===== src/rtl/prince_ti_pkg.sv =====
// Shared constants and helpers for the threshold-implemented PRINCE datapath.
package prince_ti_pkg;

    localparam int unsigned NIBBLE_W       = 4;
    localparam int unsigned DEFAULT_SHARES = 4;
    localparam logic [NIBBLE_W-1:0] ABOX_INV_CONST = 4'b1011;

    // Linear part of the inverse affine box: x0=z0^z1^z3, x1=z0, x2=z3, x3=z2.
    function automatic logic [NIBBLE_W-1:0] abox_inv_lin(input logic [NIBBLE_W-1:0] z);
        return {z[2], z[3], z[0], z[0] ^ z[1] ^ z[3]};
    endfunction

endpackage


===== src/rtl/abox_inv_nibble.sv =====
// Inverse affine box on one nibble of one share; the constant is applied only when NEG is set.
module abox_inv_nibble
    import prince_ti_pkg::*;
#(
    parameter bit NEG = 1'b0
) (
    input  logic [NIBBLE_W-1:0] z,
    output logic [NIBBLE_W-1:0] x
);

    localparam logic [NIBBLE_W-1:0] Mask = NEG ? ABOX_INV_CONST : '0;

    assign x = abox_inv_lin(z) ^ Mask;

endmodule


===== src/rtl/abox_inv_stage.sv =====
// Share-parallel inverse affine layer followed by a 2-entry skid buffer that acts as the
// glitch-stopping register and gives full-throughput valid/ready flow control.
module abox_inv_stage
    import prince_ti_pkg::*;
#(
    parameter int unsigned NIBBLES = 16,
    parameter int unsigned SHARES  = DEFAULT_SHARES
) (
    input  logic                           clk,
    input  logic                           rst,
    input  logic                           in_valid,
    output logic                           in_ready,
    input  logic [SHARES*NIBBLE_W*NIBBLES-1:0] in_data,
    output logic                           out_valid,
    input  logic                           out_ready,
    output logic [SHARES*NIBBLE_W*NIBBLES-1:0] out_data
);

    localparam int unsigned ShareW = NIBBLE_W * NIBBLES;
    localparam int unsigned DataW  = SHARES * ShareW;

    logic [DataW-1:0] xf_data;
    logic [DataW-1:0] main_q, main_d;
    logic [DataW-1:0] skid_q, skid_d;
    logic [1:0]       count_q, count_d;
    logic             accept, pop;

    // Each output nibble sees exactly one input nibble of the same share.
    for (genvar s = 0; s < SHARES; s++) begin : g_share
        for (genvar n = 0; n < NIBBLES; n++) begin : g_nib
            abox_inv_nibble #(
                .NEG (s == 0)
            ) u_nib (
                .z (in_data[s*ShareW + n*NIBBLE_W +: NIBBLE_W]),
                .x (xf_data[s*ShareW + n*NIBBLE_W +: NIBBLE_W])
            );
        end
    end

    assign in_ready  = (count_q < 2'd2) && !rst;
    assign out_valid = (count_q != 2'd0);
    assign out_data  = main_q;

    assign accept = in_valid && in_ready;
    assign pop    = out_valid && out_ready;

    always_comb begin
        main_d  = main_q;
        skid_d  = skid_q;
        count_d = count_q;
        unique case (count_q)
            2'd0: begin
                if (accept) begin
                    main_d  = xf_data;
                    count_d = 2'd1;
                end
            end
            2'd1: begin
                if (accept && pop) begin
                    main_d = xf_data;
                end else if (accept) begin
                    skid_d  = xf_data;
                    count_d = 2'd2;
                end else if (pop) begin
                    count_d = 2'd0;
                end
            end
            2'd2: begin
                if (pop) begin
                    main_d  = skid_q;
                    count_d = 2'd1;
                end
            end
            default: count_d = 2'd0;
        endcase
    end

    always_ff @(posedge clk) begin
        if (rst) begin
            main_q  <= '0;
            skid_q  <= '0;
            count_q <= 2'd0;
        end else begin
            main_q  <= main_d;
            skid_q  <= skid_d;
            count_q <= count_d;
        end
    end

endmodule


===== config.mk =====
export PLATFORM = sky130hd
export DESIGN_NAME = abox_inv_stage
export DESIGN_NICKNAME = d
export VERILOG_FILES = /design/src/rtl/prince_ti_pkg.sv /design/src/rtl/abox_inv_nibble.sv /design/src/rtl/abox_inv_stage.sv
export SDC_FILE = /design/constraint.sdc
export NUM_CORES = 1
export LEC_CHECK = 0
export CORE_AREA = 4 4 198 200
export DETAILED_ROUTE_END_ITERATION = 12
export DIE_AREA = 0 0 202 204
export DONT_BUFFER_PORTS = 1
export GPL_ROUTABILITY_DRIVEN = 0
export PLACE_DENSITY = 0.75
export SKIP_CTS_REPAIR_TIMING = 1
export SLEW_MARGIN = 20
export SYNTH_ARGS = -nofsm -noshare
export SYNTH_HDL_FRONTEND = slang
export SYNTH_SLANG_ARGS = --single-unit

===== constraint.sdc =====
create_clock -name clk -period 2.3 [get_ports clk]
set_clock_uncertainty 0.2 [all_clocks]
set_input_delay 0.46 -clock clk [delete_from_list [all_inputs] [get_ports clk]]
set_output_delay 0.46 -clock clk [all_outputs]
set_load 0.03 [all_outputs]

Word-level counts from Yosys, hierarchy flattened. Cells that the tools add are included.

Order comparisons: 1. Equality and inequality tests: 7. Muxes and demuxes: 10. Bitwise operators: 145. Reduce and logical (&&, ||, !) cells: 11.

Operators with widths (count): $mux 256 (3); $pmux 256 s3 (1); $xor 1x1->1 (128); $not 3->3 (16); $mux 2 (5); $ne 2x2->1 const B (4); $reduce_and 4->1 (2); $pmux 2 s3 (1); $logic_and 1x1->1 (4); $ne 3x3->1 const B (1); $reduce_and 3->1 (1); $reduce_bool 3->1 (1); $eq 2x1->1 const B (1); $eq 2x2->1 const B (1); $logic_not 2->1 (1); $lt 2x2->1 const B (1); $reduce_bool 2->1 (1); $logic_not 1->1 (1); $not 1->1 (1).

Bits in registers: 514. Input bits: 260. Output and inout port bits: 258.

Logic depth before layout (Yosys ltp). Gate-level depths: netlist (run 1).

Word-level depth: 6. Depth in mapped cells: 8.

Modules after synthesis. From an unflattened synthesis (run 1), not the netlist that was laid out.

Cell total of the unflattened synthesis: 2667. Area, all modules: 26227.7 µm².

Modules (own cells, without submodules): abox_inv_stage (times used 1, cells each 2411, area each 23404.9 µm², seq. area each 10289.9 µm²); abox_inv_nibble at g_share[1].g_nib[0].u_nib ... (times used 48, cells each 4, area each 46.3 µm², seq. area each 0.0 µm²); abox_inv_nibble at g_share[0].g_nib[0].u_nib ... (times used 16, cells each 4, area each 37.5 µm², seq. area each 0.0 µm²).

Least setup slack after synthesis (run 1). No wires, ideal clock.

Path type: input -> register. Start: in rst. End: reg skid_q[136]. Arrival: 1.737 ns. Required time: 1.968 ns. Path slack: 0.231 ns. Stages: 7. Path through: nor2_1 > nand3_1 > buf_2 > buf_2 > clkbuf_1 > nand2_1 > a21oi_1.

Cells in the longest elaborated chain, start to end: 6.

RTL lines: start: declaration (line abox_inv_stage.sv:10) `input logic rst,`; $logic_not 1->1 (line abox_inv_stage.sv:40) `assign in_ready = (count_q < 2'd2) && !rst;`; $logic_and 1x1->1 (line abox_inv_stage.sv:40); $logic_and 1x1->1 (line abox_inv_stage.sv:44) `assign accept = in_valid && in_ready;`; $logic_and 1x1->1 (line abox_inv_stage.sv:59) `if (accept && pop) begin`; $not 1->1 (no source line); $reduce_and 3->1 (no source line); end signal: assignment (line abox_inv_stage.sv:85) `skid_q <= skid_d;`; end: declaration (line abox_inv_stage.sv:24) `logic [DataW-1:0] skid_q, skid_d;`.

Several ways; a longest one is shown, not always the timed one. A chain may end at the register's enable or synchronous reset.

Worst setup path in the final report (run 1).
Start: in rst. End: reg main_q[114], in the netlist out_data[114].

Cells in the longest elaborated chain, start to end: 6. Elaborated cells between the ends (all ways): 7. Classes of those cells: 2 x eq/ne; 5 x reduce/logical.

RTL lines: $logic_not 1->1 (line abox_inv_stage.sv:40); $logic_and 1x1->1 (line abox_inv_stage.sv:40); $logic_and 1x1->1 (line abox_inv_stage.sv:44); $logic_and 1x1->1 (line abox_inv_stage.sv:59); $ne 2x2->1 (no source line); $reduce_and 4->1 (no source line); end signal: assignment (line abox_inv_stage.sv:84) `main_q <= main_d;`; end: declaration (line abox_inv_stage.sv:23) `logic [DataW-1:0] main_q, main_d;`.

Several ways; a longest one is shown, not always the timed one.

==> impl_metrics.ini, run 1 <==
[placement]
preCtsSetupSlack_ns = 0.1130
port_buffers = 0
dpl_cell_area_um2 = 21720
place_inst = 2979
dpl.hpwl_um = 38770

[timing]
min_period_over_period = 1.008
max_freq_mhz = 431.4
final-hold-violation-count = 34
fin_tns_setup_ns = -0.01885
setup_ws_ns = -0.01813
final-setup-viol-count = 2
fin_crit_ns = 2.318
holdWs_ns = -0.2328
drv_slew = 375
slew_headroom = -0.6651
worst_pin_slew_ns = 2.498

[logic_synthesis]
ys_ff_latch = 514
synth-main-ff-cell = dfxtp_1
synth_edf_count = 0
post-synth-top-count-cell = nand2_1
syn_nets = 2891
syn_inst = 2631
avgSynthCellArea_um2 = 8.070
ys_top_cells_by_count = 865 x nand2_1, 514 x dfxtp_1, 305 x a21oi_1
yosys.area.top_type = dfxtp_1
synth_area_um2 = 21230
synthTopCellsByArea = dfxtp_1 48%, nand2_1 15%, a21oi_1 7.2%, xnor2_1 5.3%, nor2_1 4.8%
yosysSeqAreaShare = 0.4846
synth_top_area_frac = 0.4846
synth_cell_types = 27
async_flop_share = 0
yosysWarnings = 0

[drt]
routed_wl_um = 63160
drtIter0Drc = 1615
vias = 19337
wl_per_cell_um = 19.38
antenna_left = 0
dr.pass1.iters = 8
vias_per_cell = 5.933
drc = 0

[pwr]
peakVddDrop_mv = 0.6575
switching_share = 0.2636
power_density_nw_per_um2 = 829.6
p_leak_nw = 8.968
combinationalPowerShare = 0.097
switchingPower_mw = 5.544
clock_power_share = 0.412
total_power_mw = 21.03
p_int_mw = 15.49
seqPwrFrac = 0.492

[global_routing]
gr-max-usage-layer = met2
met2_usage = 0.4414
first_global_vias = 16978
met1_usage = 0.3218
grt_pass1_wl_um = 91740
antenna_found_initial = 3
track_usage = 0.2685
use_met3 = 0.08585
gr-total-overflow = 0
grt_start_max_net_pins = 517

[clock_network]
clockRootBuffer = clkbuf_16
cts_tree = done
htreeDepth = 2
cts.sinks = 514
cts_buffers = 52
worstSkewPairLatency_ns = 0.58
clk_pin_slew_ns = 0.06
cts_buffer_depth = 3

[worst_setup_path]
critPathMaxFanout = 516
cp-end-kind = flip-flop
cp_slowest_stage_delay_ns = 0.96
path_cells = a311oi_1
cp.required_ns = 2.50
slowest_stage = a311oi_1
critical_path_class = primary input to flip-flop
crit_arrival_ns = 2.52
crit_path_start_kind = primary input
critPathTopFamily = compound AO/OA/AOI/OAI gates
worst-path-buf-inv = 0

[cells_and_area]
syn_to_final_growth_pct = 19.42
finalNonFillerCells = 3259
drive_above_1_share = 0.07322
fin_util = 0.6780
fin_nets = 2971
final_area_um2 = 25360

[floorplan]
pin_count = 518
die_w_um = 202
coreArea_um2 = 37400
start_util = 0.5677
die_y_um = 204
rows = 71
die_area_um2 = 41210

[run_status]
status = finished, violations left
violations = hold timing, slew limit, setup timing

[hold_path]
hold_class = primary input to flip-flop

[flow_run]
maxCapViolCount = 0
registers in the layout (all words and copies together) (netlist names):
signal    flops
out_data    256
count_q       2
skid_q      256
layout make-up:
class,instances,area (um^2)
Fill cell,2762,12040
Sequential cell,514,10290
Multi-Input combinational cell,1888,9894
Timing Repair Buffer,254,2780
Clock buffer,74,1515
Tap cell,511,639.4
Clock inverter,14,225.2
Antenna cell,3,7.507
Inverter,1,3.754
power by group through the flow:
stage	registers (mW)	logic [mW]	clock network, mW
5_1_grt	10.4	2.22	9.17
3_3_place_gp	10.5	1.56	0
3_5_place_dp	10.5	1.62	0
4_1_cts	10.3	1.63	8.76
6_report	10.3	2.03	8.66
2_1_floorplan	10.4	1.42	0
path summary, 6_finish.rpt:
| check | start | end | slack (ns) | cells after the start |
|---|---|---|---|---|
| worst max register to register | count_q[0]$_SDFFE_PP0P_ | skid_q[187]$_SDFFE_PP0P_ | 0 | 6 |
| worst min register to register | skid_q[70]$_SDFFE_PP0P_ | skid_q[70]$_SDFFE_PP0P_ | 0.25 | 2 |
| worst min-delay path | rst | skid_q[70]$_SDFFE_PP0P_ | -0.23 | 1 |
| worst max-delay path | rst | out_data[114]$_SDFFE_PP0P_ | -0.02 | 1 |
layout by cell type, fill, tap and decap left out:
| cell | n |
|---|---|
| o32a_4 | 1 |
| inv_1 | 1 |
| buf_4 | 33 |
| buf_12 | 32 |
| a311oi_1 | 110 |
| o32ai_4 | 1 |
| o22a_1 | 1 |
| and3_4 | 1 |
| bufinv_16 | 6 |
| clkinvlp_4 | 2 |
| nand2_1 | 865 |
| clkbuf_8 | 11 |
| nor2b_4 | 1 |
| clkinv_2 | 6 |
| clkbuf_1 | 10 |
| nor2b_2 | 1 |
| diode_2 | 3 |
| a211oi_1 | 96 |
| mux2i_1 | 2 |
| a211o_1 | 16 |
| dfxtp_1 | 514 |
| nand2b_1 | 1 |
| clkbuf_16 | 53 |
| xnor2_1 | 128 |
| nand2b_4 | 1 |
| dlygate4sd3_1 | 189 |
| a21oi_1 | 305 |
| nand3_4 | 1 |
| nor2_1 | 274 |
| a311oi_2 | 50 |
| or2_2 | 1 |
| o211ai_1 | 32 |
layer usage:
layer  wire length [um]  part of all wire  vias to the layer above
li1                   -                 -                     9018
met1              23320              0.37                     9179
met2              30960              0.49                      933
met3               5951             0.094                      207
met4               2925             0.046                        0
met5                  0                 0                        -
kinds of logic after synthesis:
family	after synthesis	share of synthesized area
xor+xnor	128	0.05280
flops	514	0.4846
buf+inv	229	0.05144
mux	2	0.0009429
simple gates	1146	0.2035
compound gates	612	0.2067
Power figures use the tool's default switching activity.
==> inputs of run 2 (changes only) <==
CORE_AREA = 4 4 199 201   (was 4 4 198 200)
DIE_AREA = 0 0 203 205   (was 0 0 202 204)
==> run 2 against run 1 <==
The run still ends with hold timing, slew limit, setup timing left. First-iteration DRC count shrank 12%. Setup slack lost 0.17 ns. Total power shrank 1.9%. Non-clock buffer count shrank 29. Worst hold slack lost 0.020 ns. Sequential cell count is the same. Wire length shrank 2.2%. Clock power shrank 3.7%. Critical path type unchanged. Critical endpoint is now out_data[179]$_SDFFE_PP0P_.
==> impl_metrics.ini, run 2 (synthesis gave the netlist of run 1 again) <==
[run_status]
status = finished, violations left
violations = hold timing, slew limit, setup timing

[clock_network]
htreeDepth = 2
clk_pin_slew_ns = 0.06
cts_buffer_depth = 3
cts_buffers = 52
worstSkewPairLatency_ns = 0.59
cts.sinks = 514
clockRootBuffer = clkbuf_16
cts_tree = done

[timing]
holdWs_ns = -0.2530
drv_slew = 361
min_period_over_period = 1.081
worst_pin_slew_ns = 2.447
fin_crit_ns = 2.487
setup_ws_ns = -0.1874
slew_headroom = -0.6317
final-hold-violation-count = 77
final-setup-viol-count = 157
max_freq_mhz = 402.0

[drt]
vias_per_cell = 5.854
drc = 0
drtIter0Drc = 1428
wl_per_cell_um = 19.10
dr.pass1.iters = 9
routed_wl_um = 61780
vias = 18937
antenna_left = 0

[worst_setup_path]
critPathMaxFanout = 516
rrSetupSlack_ns = 0.06
critical_path_class = primary input to flip-flop
cp-end-kind = flip-flop
cp.required_ns = 2.53
rr_worst_depth = 6
crit_arrival_ns = 2.71
crit_path_start_kind = primary input
endpoint = out_data[179]$_SDFFE_PP0P_
timing.rr.start = count_q[1]$_SDFFE_PP0P_
critPathLaunch = rst
r2r_end = out_data[179]$_SDFFE_PP0P_

[pwr]
switching_share = 0.2678
peakVddDrop_mv = 0.7641
power_density_nw_per_um2 = 826.1
seqPwrFrac = 0.501
p_leak_nw = 8.798
p_int_mw = 15.11
combinationalPowerShare = 0.095
clock_power_share = 0.404
switchingPower_mw = 5.524

[cells_and_area]
syn_to_final_growth_pct = 17.61
num-fill-cells = 2957
drive_above_1_share = 0.07308
final_common_cell = nand2_1
final_area_um2 = 24970
fin_util = 0.6646
final_cell_mix = 865 x nand2_1, 514 x dfxtp_1, 305 x a21oi_1
fin_nets = 2942

[floorplan]
pin_count = 518
die_w_um = 203
start_util = 0.5650
rows = 71
coreArea_um2 = 37580
die_area_um2 = 41620
die_y_um = 205

[global_routing]
first_global_vias = 16902
grt_pass1_wl_um = 90840
gr-max-usage-layer = met2
use_met3 = 0.08928
gr-total-overflow = 0
met1_usage = 0.3084
met2_usage = 0.4381
antenna_found_initial = 1
track_usage = 0.2649
grt_start_max_net_pins = 517

[hold_path]
hold_class = primary input to flip-flop

[placement]
port_buffers = 0
dpl.hpwl_um = 38610
dpl_cell_area_um2 = 21610

[flow_run]
maxCapViolCount = 0
[run 2: cell count changes in the layout (fill, tap and decap cells not counted)]
cell	delta
clkinv_2	+1
inv_6	+3
nor2_1	-1
clkinvlp_4	-1
buf_4	-1
bufinv_16	-5
buf_12	-5
clkbuf_1	+4
dlygate4sd3_1	-23
clkbuf_8	+5
nor2_2	+1
diode_2	-2
[run 2: area by class of cell]
type | instances | area [um^2] | share of cell area
diodes | 1 | 2.502 | 0.0001002
clock buffers | 83 | 1599 | 0.06403
clock inverters | 12 | 98.84 | 0.003958
inverters | 1 | 3.754 | 0.0001503
multi-input cells | 1888 | 9897 | 0.3963
flip-flops and latches | 514 | 10290 | 0.4120
well taps | 511 | 639.4 | 0.02560
repair buffers | 225 | 2442 | 0.09780
[run 2: worst min path at each step]
stage	startpoint	to	slack, ns	cells after the start
2_1_floorplan	skid_q[101]$_SDFFE_PP0P_	skid_q[101]$_SDFFE_PP0P_	0.24	2
3_3_place_gp	skid_q[64]$_SDFFE_PP0P_	skid_q[64]$_SDFFE_PP0P_	0.24	2
3_5_place_dp	skid_q[75]$_SDFFE_PP0P_	skid_q[75]$_SDFFE_PP0P_	0.24	2
4_1_cts	in_data[56]	skid_q[57]$_SDFFE_PP0P_	-0.27	1
5_1_grt	rst	out_data[60]$_SDFFE_PP0P_	-0.28	1
6_report	rst	skid_q[66]$_SDFFE_PP0P_	-0.25	1
[run 2: power groups by stage]
stage	combinational (mW)	clock [mW]	sequential, mW
floorplan	1.42	0	10.4
global placement	1.55	0	10.5
detailed placement	1.61	0	10.5
CTS	1.62	8.47	10.3
global route	2.15	8.81	10.4
finish	1.95	8.34	10.3
[run 2: layer usage]
| metal | up-vias | routed length (um) |
|---|---|---|
| li1 | 8972 | - |
| met1 | 8892 | 22740 |
| met2 | 901 | 30360 |
| met3 | 172 | 6137 |
| met4 | 0 | 2533 |
| met5 | - | 0 |
[run 2: through the flow]
step | hold WS [ns] | TNS, ns | worst slack [ns] | total power, mW | instances
floorplan | 0.2366 | 0 | 0.2307 | 11.78 | 2631
global placement | 0.2376 | 0 | 0.1969 | 12.06 | 2973
detailed placement | 0.2433 | 0 | 0.08209 | 12.13 | 2973
CTS | -0.2697 | -0.001882 | -0.001882 | 20.42 | 3068
global route | -0.2819 | -0.04649 | -0.03149 | 21.32 | 3235
finish | -0.2530 | -7.583 | -0.1874 | 20.63 | 3235
[run 2: worst max-delay path: stages]
cell and delay, ns:
nand2b_1 0.51, o32ai_4 0.33, buf_12 0.23, buf_12 0.24, nor2_1 0.09, a311oi_1 0.31
